==> config.mk <==
export PLATFORM = sky130hd
export DESIGN_NAME = spi_dac_frame_receiver
export DESIGN_NICKNAME = d
export VERILOG_FILES = /design/src/rtl/spi_dac_frame_receiver.sv
export SDC_FILE = /design/constraint.sdc
export NUM_CORES = 1
export LEC_CHECK = 0
export CORE_UTILIZATION = 43
export CTS_BUF_LIST = sky130_fd_sc_hd__clkbuf_8
export CTS_CLUSTER_DIAMETER = 60
export CTS_CLUSTER_SIZE = 10
export DETAILED_ROUTE_END_ITERATION = 7
export DONT_BUFFER_PORTS = 1
export PLACE_DENSITY = 0.66
export SKIP_CTS_REPAIR_TIMING = 1
export SYNTH_ARGS = -nofsm -noshare
export SYNTH_HDL_FRONTEND = slang
export SYNTH_SLANG_ARGS = --single-unit
==> constraint.sdc <==
create_clock -name clock_50Mhz -period 2.75 [get_ports clock_50Mhz]
set_input_delay 0.55 -clock clock_50Mhz [delete_from_list [all_inputs] [get_ports clock_50Mhz]]
set_output_delay 0.55 -clock clock_50Mhz [all_outputs]
set_load 0.02 [all_outputs]
==> src/rtl/spi_dac_frame_receiver.sv <==
// SPI DAC frame receiver: oversamples SCLK/SYNC_n/DIN in the 50 MHz domain and latches 16-bit frames.
// Define SPI_RX_FRAME_STATS_EN to add good/error frame counters.
module spi_dac_frame_receiver #(
  parameter int unsigned SAMPLE_ON_RISING = 1,
  parameter int unsigned SYNC_STAGES      = 2
) (
  input  logic        clock_50Mhz,
  input  logic        reset_n,
  input  logic        input_SPI_SCLK,
  input  logic        input_SPI_SYNC_n,
  input  logic        input_SPI_DIN,
  output logic [11:0] outputSample,
  output logic [1:0]  outputMode,
  output logic        sampleValid,
  output logic        frameError,
  output logic        isReceiving
`ifdef SPI_RX_FRAME_STATS_EN
  ,
  output logic [15:0] goodFrameCount,
  output logic [15:0] errorFrameCount
`endif
);

  typedef enum logic [1:0] {IDLE, SHIFT, DONE} state_e;

  logic [SYNC_STAGES-1:0] sclkSync_q;
  logic [SYNC_STAGES-1:0] syncnSync_q;
  logic [SYNC_STAGES-1:0] dinSync_q;
  logic                   sclkPrev_q;
  logic                   syncnPrev_q;

  logic sclkNow;
  logic syncnNow;
  logic dinNow;
  logic sampleEdge;
  logic syncRise;
  logic syncFall;

  state_e      state_q;
  logic [4:0]  bitCount_q;
  logic [12:0] shift_q;
  logic [13:0] shiftNext_d;
  logic [11:0] outputSample_q;
  logic [1:0]  outputMode_q;
  logic        validPending_q;
  logic        sampleValid_q;
  logic        frameError_q;

  // SYNC_n resets to its idle-high level so releasing reset never fakes a frame start.
  always_ff @(posedge clock_50Mhz or negedge reset_n) begin
    if (!reset_n) begin
      sclkSync_q  <= '0;
      syncnSync_q <= '1;
      dinSync_q   <= '0;
      sclkPrev_q  <= 1'b0;
      syncnPrev_q <= 1'b1;
    end else begin
      sclkSync_q  <= {sclkSync_q[SYNC_STAGES-2:0], input_SPI_SCLK};
      syncnSync_q <= {syncnSync_q[SYNC_STAGES-2:0], input_SPI_SYNC_n};
      dinSync_q   <= {dinSync_q[SYNC_STAGES-2:0], input_SPI_DIN};
      sclkPrev_q  <= sclkSync_q[SYNC_STAGES-1];
      syncnPrev_q <= syncnSync_q[SYNC_STAGES-1];
    end
  end

  assign sclkNow  = sclkSync_q[SYNC_STAGES-1];
  assign syncnNow = syncnSync_q[SYNC_STAGES-1];
  assign dinNow   = dinSync_q[SYNC_STAGES-1];
  assign syncRise = syncnNow & ~syncnPrev_q;
  assign syncFall = ~syncnNow & syncnPrev_q;

  if (SAMPLE_ON_RISING != 0) begin : g_sampleRise
    assign sampleEdge = sclkNow & ~sclkPrev_q;
  end else begin : g_sampleFall
    assign sampleEdge = ~sclkNow & sclkPrev_q;
  end

  // Only the low 14 frame bits are ever used, so the don't-care bits 15:14 are never stored.
  assign shiftNext_d = {shift_q, dinNow};

  always_ff @(posedge clock_50Mhz or negedge reset_n) begin
    if (!reset_n) begin
      state_q        <= IDLE;
      bitCount_q     <= '0;
      shift_q        <= '0;
      outputSample_q <= '0;
      outputMode_q   <= '0;
      validPending_q <= 1'b0;
      sampleValid_q  <= 1'b0;
      frameError_q   <= 1'b0;
    end else begin
      sampleValid_q  <= validPending_q;
      validPending_q <= 1'b0;
      frameError_q   <= 1'b0;
      case (state_q)
        IDLE: begin
          if (syncFall) begin
            state_q    <= SHIFT;
            bitCount_q <= '0;
          end
        end
        SHIFT: begin
          // A SYNC_n rise beats a coincident sampling edge, so a frame one bit short still errors.
          if (syncRise) begin
            frameError_q <= 1'b1;
            state_q      <= IDLE;
          end else if (sampleEdge) begin
            shift_q    <= shiftNext_d[12:0];
            bitCount_q <= bitCount_q + 5'd1;
            if (bitCount_q == 5'd15) begin
              outputSample_q <= shiftNext_d[11:0];
              outputMode_q   <= shiftNext_d[13:12];
              validPending_q <= 1'b1;
              state_q        <= DONE;
            end
          end
        end
        DONE: begin
          if (syncRise) begin
            state_q <= IDLE;
          end
        end
        default: state_q <= IDLE;
      endcase
    end
  end

  assign outputSample = outputSample_q;
  assign outputMode   = outputMode_q;
  assign sampleValid  = sampleValid_q;
  assign frameError   = frameError_q;
  assign isReceiving  = (state_q == SHIFT);

`ifdef SPI_RX_FRAME_STATS_EN
  logic [15:0] goodCount_q;
  logic [15:0] errorCount_q;

  always_ff @(posedge clock_50Mhz or negedge reset_n) begin
    if (!reset_n) begin
      goodCount_q  <= '0;
      errorCount_q <= '0;
    end else begin
      if (sampleValid_q) begin
        goodCount_q <= goodCount_q + 16'd1;
      end
      if (frameError_q) begin
        errorCount_q <= errorCount_q + 16'd1;
      end
    end
  end

  assign goodFrameCount  = goodCount_q;
  assign errorFrameCount = errorCount_q;
`endif

endmodule

After elaboration in Yosys (flattened, before gate mapping)
Index checks and enable logic that the tools add are counted.
{"block": "totals", "reg_bits": 45, "elab_cells": 52}
{"block": "op_classes", "addsub": 1, "n_eq_ne": 9, "mux": 16, "bitwise_logic": 7, "n_reduce_logical": 6}
{"op": "two-way mux 5 bit", "n": 3}
{"op": "AND reduction 4 bit", "n": 3}
{"op": "two-way mux 2 bit", "n": 5}
{"op": "one-hot mux 5 bit (2 select lines)", "n": 1}
{"op": "two-way mux 1 bit", "n": 6}
{"op": "inequality test 2 bit (second input constant)", "n": 3}
{"op": "inequality test 3 x 1 -> 1 bit (second input constant)", "n": 2}
{"op": "one-hot mux 2 bit (3 select lines)", "n": 1}
{"op": "adder 5 x 1 -> 5 bit (second input constant)", "n": 1}
{"op": "== test 5 x 4 -> 1 bit (second input constant)", "n": 1}
{"op": "NOT 1 bit", "n": 4}
{"op": "AND 1 bit", "n": 3}
{"op": "AND reduction 3 bit", "n": 1}
{"op": "== test 2 x 1 -> 1 bit (second input constant)", "n": 1}
{"op": "== test 2 bit (second input constant)", "n": 1}
{"op": "zero test 2 bit", "n": 1}
{"op": "inequality test 2 x 1 -> 1 bit (second input constant)", "n": 1}
{"op": "nonzero test 2 bit", "n": 1}

Depth between registers and ports, before layout
Gate-level depths: netlist of the first run.
{"block": "depth", "depth_word": 5, "mapped_depth": 7, "mapped_depth_nobuf": 6}

Least setup slack after synthesis of the first run
No wires, ideal clock.
{"block": "synth_timing", "kind": "reg2reg", "from": "reg bitCount_q[0]", "to": "reg outputMode_q[1], in the netlist outputMode[1]", "setup_time_ns": 0.125, "t_arrival_ns": 1.692, "required_time_ns": 2.625, "setup_slack_ns": 0.933, "path_stages_with_launch": 8, "n_path_buf": 1, "period_less_slack_ns": 1.817, "path_cell_list": "dfrtp_1 -> ha_1 -> and3_1 -> ha_1 -> nand3b_1 -> nor3_4 -> buf_6 -> mux2_2"}
{"block": "synth_via", "elab_chain_len": 2}
{"item": "start, declared", "line": "40", "source": "logic [4:0] bitCount_q;"}
{"item": "start signal, assigned", "line": "109", "source": "bitCount_q <= bitCount_q + 5'd1;"}
{"item": "== test 5 x 4 -> 1 bit", "line": "110", "source": "if (bitCount_q == 5'd15) begin"}
{"item": "AND reduction 4 bit (no source line)"}
{"item": "end signal, assigned", "line": "112", "source": "outputMode_q <= shiftNext_d[13:12];"}
{"item": "end, declared", "line": "44", "source": "logic [1:0] outputMode_q;"}
No other way between the ends.
A chain may end at the register's enable or synchronous reset.

Final worst setup path of the first run
{"block": "layout_timing", "from": "reg bitCount_q[0]", "to": "reg outputSample_q[2], in the netlist outputSample[2]"}
{"block": "layout_via", "elab_chain_len": 2}
{"item": "== test 5 x 4 -> 1 bit", "line": "110"}
{"item": "AND reduction 4 bit (no source line)"}
{"item": "end signal, assigned", "line": "111", "source": "outputSample_q <= shiftNext_d[11:0];"}
{"item": "end, declared", "line": "43", "source": "logic [11:0] outputSample_q;"}
No other way between the ends.

==> results.sh, run 1 <==
export IMPL_die_area_mm2=0.00437
export IMPL_coreArea_mm2=0.00380
export IMPL_syn_to_final_growth_pct=9.77
export IMPL_synth_warnings=0
export IMPL_crit_path_start_kind="flip-flop"
export IMPL_fin_crit_ns=1.94
export IMPL_std_cell_rows=22
export IMPL_combPwrFrac=0.093
export IMPL_finClkSkew_ns=0.00713
export IMPL_wl_mm=2.58
export IMPL_syn_nets=119
export IMPL_die_h_um=66.1
export IMPL_portBuffers=0
export IMPL_route_detailed_drc=0
export IMPL_antenna_found_initial=0
export IMPL_crit_buf_inv=1
export IMPL_nFillCells=314
export IMPL_cpMostUsedCell="ha_1"
export IMPL_clock_tree_root_cell="clkbuf_8"
export IMPL_drtIter0Drc=69
export IMPL_detail_route_wl_per_cell_um=15.4
export IMPL_p_int_w=0.00108
export IMPL_dr_pass1_iters=4
export IMPL_grt_pass1_vias=907
export IMPL_slew_violations=0
export IMPL_overflow=0
export IMPL_tritoncts="built"
export IMPL_hold_class="in -> async"
export IMPL_path_max_fanout=15
export IMPL_drtAntennaViolNets=0
export IMPL_p_per_area_mw_per_mm2=733
export IMPL_period_share=0.706
export IMPL_track_usage=0.135
export IMPL_cts_inserted_buffers=5
export IMPL_fin_tns_setup_ns=0
export IMPL_drv_cap=0
export IMPL_clock_power_share=0.352
export IMPL_synthCells=112
export IMPL_tightest_slew_ns=0.615
export IMPL_required_ns=2.93
export IMPL_cp_end_kind="flip-flop"
export IMPL_p_sw_w=0.000345
export IMPL_regToRegSetupSlack_ns=0.81
export IMPL_htreeDepth=2
export IMPL_synth_seq_cells=45
export IMPL_drive_above_1_share=0.378
export IMPL_dieWidth_um=66.1
export IMPL_start_util=0.465
export IMPL_synth_avg_cell_area_um2=15.8
export IMPL_grt_pass1_wl_mm=4.26
export IMPL_max_clock_freq_mhz=515
export IMPL_place_congestion=0.757
export IMPL_hpwl_mm=1.63
export IMPL_finalSetupViolations=0
export IMPL_p_seq_frac=0.555
export IMPL_nNetsFinal=125
export IMPL_cpMaxStageDelayCell="dfrtp_1"
export IMPL_p_leak_nw=0.919
export IMPL_n_antenna_cell=0
export IMPL_io_pin_count=22
export IMPL_max_slew_margin_rel=0.589
export IMPL_critPathKind="reg -> reg"
export IMPL_hold_viol_final=0
export IMPL_vdd_ir_drop_max_mv=0.402
export IMPL_netlist_area_mm2=0.00177
export IMPL_clkLatencyLatePin_ns=0.30
export IMPL_power_w=0.00142
export IMPL_routed_via_count=875
export IMPL_status="complete, no violations"
export IMPL_cp_top_family="simple AND/OR/NAND/NOR gates"
export IMPL_rsz0062_at_grt="no"
export IMPL_ys_types=28
export IMPL_path_cells="ha_1 -> and3_1 -> ha_1 -> nand3b_1 -> nor3_4 -> buf_4 -> mux2_2"
export IMPL_p_sw_frac=0.243
export IMPL_cts_sinks=45
export IMPL_clkTransAtPathRegs_ns=0.09
export IMPL_via_per_inst=5.24
export IMPL_seq_area_frac_synth=0.640
export IMPL_clockBufferDepth=2
export IMPL_slowest_delay_ns=0.39
export IMPL_grt_max_degree=46
export IMPL_cp_arrival_ns=2.12
[cell usage after synthesis]
master / n / area share
a22o_1: 3 / 0.015
a21oi_1: 1 / 0.0028
nor4_1: 1 / 0.0035
buf_6: 2 / 0.013
or2b_1: 1 / 0.0043
or3b_2: 1 / 0.0050
nor3_4: 2 / 0.018
mux2_4: 6 / 0.051
and2_1: 1 / 0.0035
buf_2: 1 / 0.0028
o211ai_1: 1 / 0.0043
dfrtp_1: 42 / 0.59
nand3_1: 2 / 0.0057
inv_1: 4 / 0.0085
mux2_2: 22 / 0.14
or4_1: 1 / 0.0043
nor2b_1: 1 / 0.0035
dfstp_2: 3 / 0.045
nand2b_1: 6 / 0.021
o311ai_0: 1 / 0.0050
nand3b_1: 1 / 0.0043
ha_1: 2 / 0.014
buf_8: 1 / 0.0085
o32a_1: 1 / 0.0057
and3_1: 1 / 0.0035
xnor2_1: 1 / 0.0050
nor2_1: 1 / 0.0021
o21ai_0: 2 / 0.0057
[layout by cell type (no fill, tap or decap), drive strengths merged, types with 2 or more instances in the layout]
master | netlist | layout
a22o | 3 | 3
buf | 4 | 3
clkbuf | 0 | 5
dfrtp | 42 | 42
dfstp | 3 | 3
ha | 2 | 2
inv | 4 | 5
mux2 | 28 | 28
nand2b | 6 | 6
nand3 | 2 | 2
nor3 | 2 | 2
o21ai | 2 | 2
[worst reg2reg max path: stages (launching register included)]
cell and delay [ns]:
dfrtp_1 0.39, ha_1 0.20, and3_1 0.17, ha_1 0.14
nand3b_1 0.16, nor3_4 0.14, buf_4 0.25, mux2_2 0.37
[through the flow]
| stage | util | hold WS (ns) | std cells | area (um^2) | worst slack [ns] |
|---|---|---|---|---|---|
| finish | 0.511 | 0.0783 | 167 | 1940 | 0.810 |
| global route | 0.511 | 0.0632 | 167 | 1940 | 0.712 |
| CTS | 0.503 | -0.0690 | 166 | 1910 | 0.794 |
| floorplan | - | 0.254 | 112 | 1770 | 0.933 |
| detailed placement | 0.474 | 0.256 | 158 | 1800 | 0.809 |
| global placement | 0.474 | 0.256 | 158 | 1800 | 0.832 |
[registers in the layout, summed over array words and instances, names as in the netlist, 2 cells and up]
signal,cells
outputSample,12
outputMode,2
shift_q,13
bitCount_q,5
dinSync_q,2
sclkSync_q,2
state_q,2
syncnSync_q,2
[per-layer routing]
layer  track usage  routed length (um)  up-vias
met5             0                   0        -
met4        0.0532                  33        0
met3        0.0552                 137        4
met2         0.210                1230       22
met1         0.166                1180      443
li1              -                   -      406
[kinds of logic (layout without fill, tap and decap cells)]
kind of cell | after synthesis | in the layout | synth area share
fa+ha+maj | 2 | 2 | 0.0142
buf+inv | 8 | 15 | 0.0326
mux | 28 | 28 | 0.191
xor+xnor | 1 | 1 | 0.00496
compound gates | 9 | 9 | 0.0382
flops | 45 | 45 | 0.640
simple gates | 19 | 19 | 0.0793
[cell type report]
class	count	area, um^2	area share
clock inverters	3	43.8	0.0226
clock buffers	5	68.8	0.0355
repair buffers	3	42.5	0.0219
multi-input cells	59	579	0.299
flip-flops and latches	45	1130	0.583
well taps	48	60.1	0.0310
inverters	4	15.0	0.00774
[power groups by stage]
| stage | registers, W | logic (W) | clock network (W) |
|---|---|---|---|
| finish | 0.000789 | 0.000132 | 0.000500 |
| CTS | 0.000788 | 0.000120 | 0.000513 |
| floorplan | 0.000781 | 0.000112 | 0 |
| detailed placement | 0.000801 | 0.000118 | 0 |
| global route | 0.000799 | 0.000149 | 0.000539 |
| global placement | 0.000798 | 0.000113 | 0 |
[final timing paths]
path	start	endpoint	cells after the start
hold / removal	reset_n	outputMode[1]	1
min in group clock_50Mhz	input_SPI_SYNC_n	syncnSync_q[0]	0
max in group asynchronous	reset_n	outputSample[1]	1
setup reg to reg	bitCount_q[0]	outputSample[2]	7
hold reg to reg	syncnSync_q[0]	syncnSync_q[1]	0
setup / recovery	bitCount_q[0]	outputSample[2]	7
(Power assumes the default switching activity.)
==> run 2: changes to the inputs <==
- PLACE_DENSITY: 0.66 -> 0.68
- clock period: 2.75 -> 1.6 ns (I/O delays scaled with it)
==> run 2 against run 1 <==
  * The run now ends with negative setup slack left
  * Via count up 8.1%
  * Global-route usage up 1.1 points
  * Sequential power up 71%
  * Sequential share of layout area down 4.4 points
  * Clock-buffer cell count unchanged
  * Clock power up 32%
  * Highest routed layer unchanged
==> results.sh, run 2 (same netlist as run 1, synthesis figures left out) <==
export IMPL_status="finished with violations"
export IMPL_violations="negative setup slack"
export IMPL_required_ns=1.78
export IMPL_clkTransAtPathRegs_ns=0.08
export IMPL_place_congestion=0.710
export IMPL_rsz0062_at_grt="yes"
export IMPL_portBuffers=0
export IMPL_cp_end_kind="flip-flop"
export IMPL_hold_viol_final=0
export IMPL_cts_inserted_buffers=5
export IMPL_cp_arrival_ns=1.94
export IMPL_syn_to_final_growth_pct=18.8
export IMPL_p_leak_nw=1.01
export IMPL_period_share=1.10
export IMPL_largest_reg_flops=13
export IMPL_path_cells="ha_2 -> and3_1 -> ha_1 -> nand3b_1 -> nor3_4 -> buf_12 -> mux2_2"
export IMPL_tritoncts="built"
export IMPL_stdcell_area_mm2=0.00210
export IMPL_cts_sinks=45
export IMPL_drive_above_1_share=0.440
export IMPL_route_detailed_drc=0
export IMPL_max_clock_freq_mhz=568
export IMPL_slowest_delay_ns=0.36
export IMPL_fin_tns_setup_ns=-2.11
export IMPL_fin_hold_ws_ns=0.0453
export IMPL_coreArea_mm2=0.00380
export IMPL_cp_top_family="simple AND/OR/NAND/NOR gates"
export IMPL_fin_crit_ns=1.76
export IMPL_path_max_fanout=15
export IMPL_post_dp_cell_area_mm2=0.00191
export IMPL_drtAntennaViolNets=0
export IMPL_hold_class="in -> reg"
export IMPL_vdd_ir_drop_max_mv=0.641
export IMPL_crit_buf_inv=1
export IMPL_antenna_found_initial=0
export IMPL_std_cell_rows=22
export IMPL_hpwl_mm=1.86
export IMPL_drtIter0Drc=31
export IMPL_fin_util=0.553
export IMPL_dieWidth_um=66.1
export IMPL_critPathKind="reg -> reg"
export IMPL_clock_tree_root_cell="clkbuf_8"
export IMPL_track_usage=0.146
export IMPL_io_pin_count=22
export IMPL_max_slew_margin_rel=0.798
export IMPL_p_per_area_mw_per_mm2=1140
export IMPL_final_cell_mix="dfrtp_1, mux2_2, mux2_4, buf_4, inv_1"
export IMPL_finClkSkew_ns=0.00557
export IMPL_via_per_inst=5.20
export IMPL_overflow=0
export IMPL_slew_violations=0
export IMPL_clockBufferDepth=2
export IMPL_tightest_slew_ns=0.300
export IMPL_finalSetupViolations=15
export IMPL_grt_pass1_wl_mm=4.55
export IMPL_grt_max_degree=46
export IMPL_drv_cap=0
export IMPL_htreeDepth=2
export IMPL_layout_commonest_cell="dfrtp_1"
export IMPL_preCtsSetupSlack_ns=-0.150
export IMPL_n_antenna_cell=0
export IMPL_regMostFlops="shift_q"
export IMPL_cpMaxStageDelayCell="dfrtp_1"
export IMPL_dr_pass1_iters=4
export IMPL_routed_via_count=946
export IMPL_die_area_mm2=0.00437
export IMPL_crit_path_start_kind="flip-flop"
export IMPL_grt_pass1_vias=963
export IMPL_nNetsFinal=140
export IMPL_die_h_um=66.1
export IMPL_clkLatencyLatePin_ns=0.29
export IMPL_setup_ws_ns=-0.160
export IMPL_wl_mm=2.88
export IMPL_start_util=0.465
export IMPL_detail_route_wl_per_cell_um=15.8
-- run 2: cell types whose count changed in the layout (fill, tap and decap cells not counted), sizes merged --
cell	before	now
inv	5	6
buf	3	16
dlygate4sd3	0	2
clkinv	1	0
clkinvlp	0	1
bufinv	1	0
-- run 2: power by group --
part	switching, W	internal (W)	total (W)
clock	0.000363	0.000296	0.000659
combinational	0.000154	0.000235	0.000389
sequential	0.0000878	0.00126	0.00135
-- run 2: final timing paths --
check                              startpoint         endpoint  slack (ns)  cells after the start
worst max-delay path            bitCount_q[1]  outputSample[5]       -0.16                      7
worst min-delay path            input_SPI_DIN     dinSync_q[0]        0.05                      0
worst max register to register  bitCount_q[1]  outputSample[5]       -0.16                      7
worst min register to register  sclkSync_q[0]    sclkSync_q[1]        0.35                      0
max in group asynchronous             reset_n      syncnPrev_q        0.83                      2
min in group asynchronous             reset_n    sclkSync_q[1]        0.51                      2
-- run 2: layout make-up --
cell class                      count  area [um^2]
Fill cell                         305         1700
Sequential cell                    45         1130
Multi-Input combinational cell     59          626
Timing Repair Buffer               18          185
Clock buffer                        5         68.8
Tap cell                           48         60.1
Clock inverter                      3         15.0
Inverter                            4         15.0
-- run 2: per-layer routing --
layer	GRT usage	routed length, um
met4	0.0559	45
met5	0	0
met2	0.223	1440
met1	0.183	1240
met3	0.0603	151
-- run 2: per-stage QoR --
| step | total power (W) | std cells |
|---|---|---|
| 4_1_cts | 0.00232 | 177 |
| 5_1_grt | 0.00250 | 182 |
| 6_report | 0.00239 | 182 |
| 2_1_floorplan | 0.00154 | 112 |
| 3_5_place_dp | 0.00166 | 169 |
| 3_3_place_gp | 0.00163 | 169 |
==> run 3: changes to the inputs <==
- CAP_MARGIN: unset -> 20
- DONT_BUFFER_PORTS: 1 -> unset
- PLACE_DENSITY: 0.68 -> 0.75
- SLEW_MARGIN: unset -> 40
==> run 3 against run 2 <==
  * The flow finishes with violations (negative hold slack, negative setup slack)
  * Setup slack worse by 0.044 ns
  * Global-route usage grew 1.0 points
  * Clock skew up 0.0027 ns
  * Largest cell class unchanged
==> results.sh, run 3 (same netlist as run 1, synthesis figures left out) <==
export IMPL_io_pin_count=22
export IMPL_drive_above_1_share=0.459
export IMPL_routed_via_count=1060
export IMPL_wl_mm=3.13
export IMPL_critPathKind="reg -> reg"
export IMPL_slew_violations=0
export IMPL_grtUsageMet3=0.0448
export IMPL_detail_route_wl_per_cell_um=15.2
export IMPL_portBuffers=21
export IMPL_crit_path_start_kind="flip-flop"
export IMPL_n_antenna_cell=0
export IMPL_cp_end_kind="flip-flop"
export IMPL_hpwl_mm=2.12
export IMPL_cpMaxStageDelayCell="dfrtp_1"
export IMPL_hold_viol_final=10
export IMPL_tritoncts="built"
export IMPL_cp_top_family="simple AND/OR/NAND/NOR gates"
export IMPL_coreArea_mm2=0.00380
export IMPL_grt_pass1_vias=1082
export IMPL_clock_tree_root_cell="clkbuf_8"
export IMPL_grt_use_met1=0.171
export IMPL_crit_reg2reg_launch="bitCount_q[0]"
export IMPL_syn_to_final_growth_pct=34.9
export IMPL_route_detailed_drc=0
export IMPL_regToRegSetupSlack_ns=-0.20
export IMPL_rsz0062_at_grt="yes"
export IMPL_cts_inserted_buffers=5
export IMPL_p_per_area_mw_per_mm2=1080
export IMPL_finClkSkew_ns=0.00831
export IMPL_slowest_delay_ns=0.37
export IMPL_max_clock_freq_mhz=554
export IMPL_reg2reg_to="outputSample[4]"
export IMPL_required_ns=1.78
export IMPL_violations="negative hold slack, negative setup slack"
export IMPL_std_cell_rows=22
export IMPL_regMostFlops="shift_q"
export IMPL_track_usage=0.156
export IMPL_p_leak_nw=1.30
export IMPL_die_area_mm2=0.00437
export IMPL_nNetsFinal=163
export IMPL_drtAntennaViolNets=0
export IMPL_path_max_fanout=15
export IMPL_dr_pass1_iters=4
export IMPL_ff2ff_path_depth=7
export IMPL_drv_cap=0
export IMPL_htreeDepth=2
export IMPL_hold_class="in -> async"
export IMPL_grt_use_met2=0.281
export IMPL_fin_tns_setup_ns=-2.66
export IMPL_largest_reg_flops=13
export IMPL_clkLatencyLatePin_ns=0.29
export IMPL_via_per_inst=5.17
export IMPL_drtIter0Drc=24
export IMPL_max_slew_margin_rel=0.785
export IMPL_grt_max_degree=24
export IMPL_status="finished with violations"
export IMPL_setup_ws_ns=-0.204
export IMPL_die_h_um=66.1
export IMPL_crit_buf_inv=1
export IMPL_layout_commonest_cell="dfrtp_1"
export IMPL_final_cell_mix="dfrtp_1, mux2_2, buf_4, dlymetal6s2s_1"
export IMPL_clkTransAtPathRegs_ns=0.09
export IMPL_overflow=0
export IMPL_grt_pass1_wl_mm=4.93
export IMPL_cp_arrival_ns=1.98
export IMPL_clockBufferDepth=2
export IMPL_dieWidth_um=66.1
export IMPL_stdcell_area_mm2=0.00238
export IMPL_post_dp_cell_area_mm2=0.00214
export IMPL_cts_sinks=45
export IMPL_fin_hold_ws_ns=-0.00355
export IMPL_fin_crit_ns=1.80
export IMPL_vdd_ir_drop_max_mv=0.740
export IMPL_period_share=1.13
export IMPL_grt_busiest_layer="met2"
export IMPL_place_congestion=0.806
export IMPL_tightest_slew_ns=0.319
export IMPL_finalSetupViolations=14
export IMPL_path_cells="ha_2 -> and3_4 -> ha_4 -> nand3b_1 -> nor3_4 -> buf_12 -> mux2_2"
export IMPL_antenna_found_initial=0
export IMPL_start_util=0.465
[run 3: changes by cell type in the layout (fill, tap and decap cells not counted), sizes merged]
| cell | change |
|---|---|
| dlygate4sd3 | -2 |
| clkinv | +1 |
| clkdlybuf4s50 | +8 |
| bufinv | +1 |
| dlymetal6s2s | +12 |
| clkbuf | +1 |
| inv | -2 |
| buf | +4 |
[run 3: where the power goes]
group          internal (W)  switching [W]  leakage [nW]
sequential          0.00126      0.0000835         0.594
combinational      0.000222       0.000174         0.653
clock              0.000467       0.000369        0.0543
[run 3: layer usage]
metal	vias to the layer above	share of wire
met2	27	0.52
met4	0	0.024
met3	10	0.034
met5	-	0
li1	479	-
met1	544	0.42
[run 3: worst max path at each step]
| stage | cells after the start | from | slack, ns | endpoint |
|---|---|---|---|---|
| after detailed placement | 7 | bitCount_q[1] | -0.18 | outputSample[5] |
| after CTS | 3 | state_q[1] | -0.22 | isReceiving |
| after global routing | 7 | bitCount_q[0] | -0.26 | outputSample[10] |
| final | 7 | bitCount_q[0] | -0.20 | outputSample[4] |
| after floorplan | 7 | bitCount_q[0] | -0.22 | outputMode[1] |
| after global placement | 7 | bitCount_q[0] | -0.09 | outputSample[3] |
[run 3: cell type report]
cell class | instances | area (um^2)
Timing Repair Buffer | 41 | 428
Sequential cell | 45 | 1130
Fill cell | 270 | 1420
Multi-Input combinational cell | 59 | 636
Clock buffer | 5 | 68.8
Clock inverter | 3 | 46.3
Inverter | 4 | 15.0
Tap cell | 48 | 60.1
[run 3: through the flow]
| step | utilization | total power [W] | setup slack (ns) | instances | hold WS, ns |
|---|---|---|---|---|---|
| final | 0.627 | 0.00257 | -0.204 | 205 | -0.00355 |
| after global placement | 0.564 | 0.00168 | -0.0942 | 194 | 0.313 |
| after detailed placement | 0.564 | 0.00171 | -0.178 | 194 | 0.318 |
| after global routing | 0.627 | 0.00268 | -0.263 | 205 | 0.0121 |
| after CTS | 0.594 | 0.00255 | -0.216 | 202 | -0.00398 |
| after floorplan | - | 0.00154 | -0.217 | 112 | 0.0244 |
==> edit 1: new RTL, config.mk and constraints of run 3 <==
Put one more register stage on the output `outputSample`, with the module's reset. The value now appears one clock later. The other outputs are not delayed to match.
--- a/src/rtl/spi_dac_frame_receiver.sv
+++ b/src/rtl/spi_dac_frame_receiver.sv
@@ -126,5 +126,11 @@
   end
 
-  assign outputSample = outputSample_q;
+  always_ff @(posedge clock_50Mhz or negedge reset_n) begin
+    if (!reset_n) begin
+      outputSample <= '0;
+    end else begin
+      outputSample <= outputSample_q;
+    end
+  end
   assign outputMode   = outputMode_q;
   assign sampleValid  = sampleValid_q;
Behaviour: no difference found for any inputs over 10 cycles, from zero or initial values and one cycle with reset_n low; that may be too few to reach the edited logic, so the function may still have changed.
==> edit 1 against run 3 <==
The run still ends with negative hold slack, negative setup slack left. Worst setup slack worse by 0.12 ns. Wire length up 15%. Worst hold slack worse by 0.023 ns. Non-clock buffer count down 3. Synthesized area up 18%. Design area up 15%. Total power up 35%. Sequential cell count up 12. Highest routed layer unchanged.
==> edit 1: results (changes against run 3) <==
[outcome]
status=finished with violations  ; unchanged
violations=negative hold slack, negative setup slack  ; unchanged

[timing]
fin_ws_ns=-0.319  ; was -0.204 ns
fin_skew_ns=0.0139  ; was 0.00831 ns
finalSetupViolations=14  ; unchanged
worst_hold_slack_ns=-0.0261  ; was -0.00355 ns
hold_viol_final=33  ; was 10
tns_ns=-3.90  ; was -2.66 ns
tightest_slew_ns=0.353  ; was 0.319 ns

[logic_synthesis]
synthXorXnorAreaFrac_pct=0.421  ; was 0.496%
synthFlopType=dfrtp_1  ; unchanged
yosysUniqueCellTypes=25  ; was 28
synth-compound-area-share_pct=3.85  ; was 3.82%
synth.area.mux_share_pct=17.8  ; was 19.1%
ys_seq_area_share_pct=68.7  ; was 64.0%
synth_area_leaders=dfrtp_1 (65%), mux2_4 (11%), mux2_2 (7.0%)  ; was dfrtp_1 (59%), mux2_2 (14%), mux2_4 (5.1%)
synth_nets=128  ; was 119
synth_warnings=0  ; unchanged
synth_top_cells_by_count=dfrtp_1 (54), mux2_4 (15), mux2_2 (13)  ; was dfrtp_1 (42), mux2_2 (22), mux2_4 (6), nand2b_1 (6), inv_1 (4)
synthAdderAreaFrac_pct=1.20  ; was 1.42%

[cts]
numCtsBuffers=9  ; was 5
clk_latency_ns=0.33  ; was 0.29 ns
h-tree-depth=3  ; was 2
clk_pin_slew_ns=0.07  ; was 0.09 ns

[setup_path]
critPathMaxStageDelay_ns=0.37  ; about the same
critPathSlowestCell=dfrtp_1  ; unchanged
r2r_cells=7  ; unchanged
r2r-end=outputSample_q[7]$_DFFE_PN0P_  ; was outputSample[4]$_DFFE_PN0P_
worstPathArrival_ns=2.13  ; was 1.98 ns

[detailed_routing]
drtIter0Drc=75  ; was 24
first_pass_iters=4  ; unchanged
viasPerCell=5.01  ; was 5.17
wl_um=3590  ; was 3130 um

[global_route]
gr-usage-all-layers_pct=15.6  ; about the same
antenna_found_initial=0  ; unchanged
grt_first_pass_wirelength_um=5670  ; was 4930 um
grt_max_degree=58  ; was 24
grt_pass1_vias=1151  ; was 1082

[final_layout]
drive_gt1_share_pct=41.5  ; was 45.9%
nNetsFinal=173  ; was 163
fillers=314  ; was 270
antenna_cells=0  ; unchanged

[pwr]
peakVddDrop_mv=0.593  ; was 0.740 mV
swShare_pct=22.9  ; was 24.3%
power_leakage_uw=0.00155  ; was 0.00130 uW

[placement]
hpwl_um=2110  ; was 2120 um
gp_congestion=0.739  ; was 0.806

edit 1: cell count changes after synthesis, sizes merged, moves of 2 or more:
| cell | delta |
|---|---|
| nor3 | -2 |
| o21a | +2 |
| nor3b | +2 |
| a31oi | +2 |
| nor2 | +3 |
| dfrtp | +12 |
| nand2b | -4 |
| o21ai | -2 |
edit 1: kinds of logic (layout without fill, tap and decap cells):
| family | count (synthesis) | count (layout) |
|---|---|---|
| flip-flops | 57 | 57 |
| multiplexers | 28 | 28 |
| AND/OR/NAND/NOR | 14 | 14 |
| AO/OA/AOI/OAI | 10 | 10 |
| buffers and inverters | 9 | 59 |
| adder cells (fa/ha/maj) | 2 | 2 |
| XOR/XNOR | 1 | 1 |
edit 1: how the worst max path moves through the flow:
stage | startpoint | endpoint | slack (ns) | cells after the start
3_3_place_gp | bitCount_q[0]$_DFFE_PN0P_ | outputSample_q[5]$_DFFE_PN0P_ | -0.16 | 7
6_report | bitCount_q[0]$_DFFE_PN0P_ | outputSample_q[7]$_DFFE_PN0P_ | -0.32 | 7
2_1_floorplan | bitCount_q[0]$_DFFE_PN0P_ | outputMode[0]$_DFFE_PN0P_ | -0.28 | 7
4_1_cts | state_q[1]$_DFFE_PN0P_ | isReceiving | -0.35 | 3
5_1_grt | bitCount_q[0]$_DFFE_PN0P_ | outputSample_q[7]$_DFFE_PN0P_ | -0.38 | 7
3_5_place_dp | bitCount_q[0]$_DFFE_PN0P_ | outputSample_q[7]$_DFFE_PN0P_ | -0.26 | 7
edit 1: layout make-up:
type                       count  share of cell area, %
sequential                    57                   52.1
multi-input combinational     55                   22.1
timing repair buffer          38                   14.7
clock buffer                  10                   5.02
clock inverter                 6                   3.01
tap                           52                   2.37
inverter                       5                  0.684
edit 1: metrics by stage:
stage / worst slack (ns) / util (%) / cells / instance area (um2) / power (uW)
finish: -0.319 / 60.9 / 223 / 2740 / 3470
global route: -0.376 / 60.9 / 223 / 2740 / 3610
CTS: -0.347 / 59.1 / 220 / 2660 / 3460
detailed placement: -0.257 / 54.2 / 204 / 2440 / 1990
global placement: -0.164 / 54.2 / 204 / 2440 / 1960
floorplan: -0.279 / - / 121 / 2080 / 1820
edit 1: per-layer routing:
layer / vias up / GRT usage (%) / wire, um
met4: 0 / 11.1 / 128
met5: - / 0 / 0
met3: 10 / 5.06 / 85
li1: 508 / - / -
met1: 578 / 18.2 / 1530
met2: 22 / 24.6 / 1840
edit 1: power by group through the flow:
| stage | Sequential [uW] | Clock, uW | Combinational (uW) |
|---|---|---|---|
| 6_report | 1640 | 1470 | 361 |
| 4_1_cts | 1640 | 1480 | 333 |
| 5_1_grt | 1660 | 1560 | 391 |
| 3_5_place_dp | 1660 | 0 | 330 |
| 3_3_place_gp | 1650 | 0 | 313 |
| 2_1_floorplan | 1650 | 0 | 174 |
==> edit 2: new RTL, config.mk and constraints of run 3 <==
Made on the original files. Set the parameter `SYNC_STAGES` to 4 (it was 2).
--- a/src/rtl/spi_dac_frame_receiver.sv
+++ b/src/rtl/spi_dac_frame_receiver.sv
@@ -3,5 +3,5 @@
 module spi_dac_frame_receiver #(
   parameter int unsigned SAMPLE_ON_RISING = 1,
-  parameter int unsigned SYNC_STAGES      = 2
+  parameter int unsigned SYNC_STAGES      = 4
 ) (
   input  logic        clock_50Mhz,
Formal check against the unedited RTL: not equivalent (Yosys sat finds a counterexample within 4 cycles, from zero or initial values and one cycle with reset_n low).
==> edit 2 against run 3 <==
The run still ends with negative hold slack, negative setup slack left. Worst hold slack got worse by 0.0097 ns. Synthesized cell count increased by 5.4%. Die area increased by 8.4%. Sequential cell count increased by 6. First-iteration DRC count increased by 83%. Worst setup slack got worse by 0.041 ns. Wire length increased by 13%. Design area increased by 7.1%. Count of clock-buffer cells in the layout increased by 1. Total power increased by 8.6%. Synthesized area increased by 8.6%. Largest power group unchanged.
==> edit 2: results (changes against run 3) <==
[global_route]
grt_first_pass_wirelength_um=5380  ; was 4930 um
grt_use_met3_pct=4.28  ; was 4.48%
grt_max_degree=52  ; was 24
grtUsageMet2_pct=24.5  ; was 28.1%
gr-usage-all-layers_pct=16.1  ; was 15.6%

[timing]
worst_hold_slack_ns=-0.0133  ; was -0.00355 ns
tns_ns=-3.23  ; was -2.66 ns
hold_viol_final=31  ; was 10
finalSetupViolations=15  ; was 14
fin_skew_ns=0.00697  ; was 0.00831 ns
slew-limit-headroom_pct=79.2  ; was 78.5%
fin_ws_ns=-0.245  ; was -0.204 ns

[placement]
placed_cell_area_um2=2290  ; was 2140 um2
gp_congestion=0.703  ; was 0.806
dpl_worst_slack_ns=-0.175  ; was -0.178 ns
hpwl_um=2020  ; was 2120 um

[outcome]
violations=negative hold slack, negative setup slack  ; unchanged
status=finished with violations  ; unchanged

[detailed_routing]
dr_wl_met3_um=135  ; was 106 um
met1_length_um=1550  ; was 1300 um
drtIter0Drc=44  ; was 24
vias=1082  ; was 1060
wl_per_cell_um=16.8  ; was 15.2 um

[logic_synthesis]
synth_top_cells_by_count=dfrtp_1 (46), mux2_2 (22), mux2_4 (6), nand2b_1 (6), dfstp_2 (5)  ; was dfrtp_1 (42), mux2_2 (22), mux2_4 (6), nand2b_1 (6), inv_1 (4)
synth_nets=125  ; was 119
synth_area_leaders=dfrtp_1 (60%), mux2_2 (13%), dfstp_2 (6.8%)  ; was dfrtp_1 (59%), mux2_2 (14%), mux2_4 (5.1%)
synth_top_area_share_pct=60.0  ; was 59.5%
ys_seq_area_share_pct=66.8  ; was 64.0%

[pwr]
peakVddDrop_mv=0.769  ; was 0.740 mV
power_leakage_uw=0.00147  ; was 0.00130 uW

[cts]
clk_latency_ns=0.31  ; was 0.29 ns

[setup_path]
r2r_setup_slack_ns=-0.24  ; was -0.20 ns
crit_family=simple AND/OR/NAND/NOR gates  ; unchanged

[final_layout]
nNetsFinal=166  ; was 163

## edit 2: cell count changes after synthesis, sizes merged
cell and change:
dfstp +2, dfrtp +4
## edit 2: per-stage QoR
step           util [%]  power, uW
2_1_floorplan         -       1690
3_3_place_gp       55.3       1830
3_5_place_dp       55.3       1860
6_report           61.6       2790
4_1_cts            58.2       2780
5_1_grt            61.6       2920
## edit 2: worst paths after layout
path                                            from                     endpoint  cells after the start
max reg2reg                bitCount_q[0]$_DFFE_PN0P_  outputSample[8]$_DFFE_PN0P_                      7
max                        bitCount_q[0]$_DFFE_PN0P_  outputSample[8]$_DFFE_PN0P_                      7
min reg2reg                   dinSync_q[0]$_DFF_PN0_       dinSync_q[1]$_DFF_PN0_                      0
min                                          reset_n       shift_q[8]$_DFFE_PN0P_                      2
min in group clock_50Mhz      dinSync_q[0]$_DFF_PN0_       dinSync_q[1]$_DFF_PN0_                      0
max in group asynchronous                    reset_n     syncnSync_q[0]$_DFF_PN1_                      2
## edit 2: area by class of cell
class	count	area (um2)
Clock buffer	6	82.6
Clock inverter	2	35.0
Fill cell	306	1590
Inverter	4	15.0
Multi-Input combinational cell	59	623
Sequential cell	51	1280
Tap cell	50	62.6
Timing Repair Buffer	38	452
## edit 2: where the power goes
part | switching, uW | internal, uW | leakage (uW)
Clock | 405 | 506 | 0.0000612
Combinational | 162 | 219 | 0.000749
Sequential | 89.2 | 1410 | 0.000662
Total | 656 | 2140 | 0.00147
## edit 2: cells by family after synthesis
kind of cell	after synthesis	synth area share, %
flip-flops	51	66.8
multiplexers	28	17.6
AND/OR/NAND/NOR	19	7.30
AO/OA/AOI/OAI	9	3.52
buffers and inverters	8	3.00
adder cells (fa/ha/maj)	2	1.30
XOR/XNOR	1	0.456
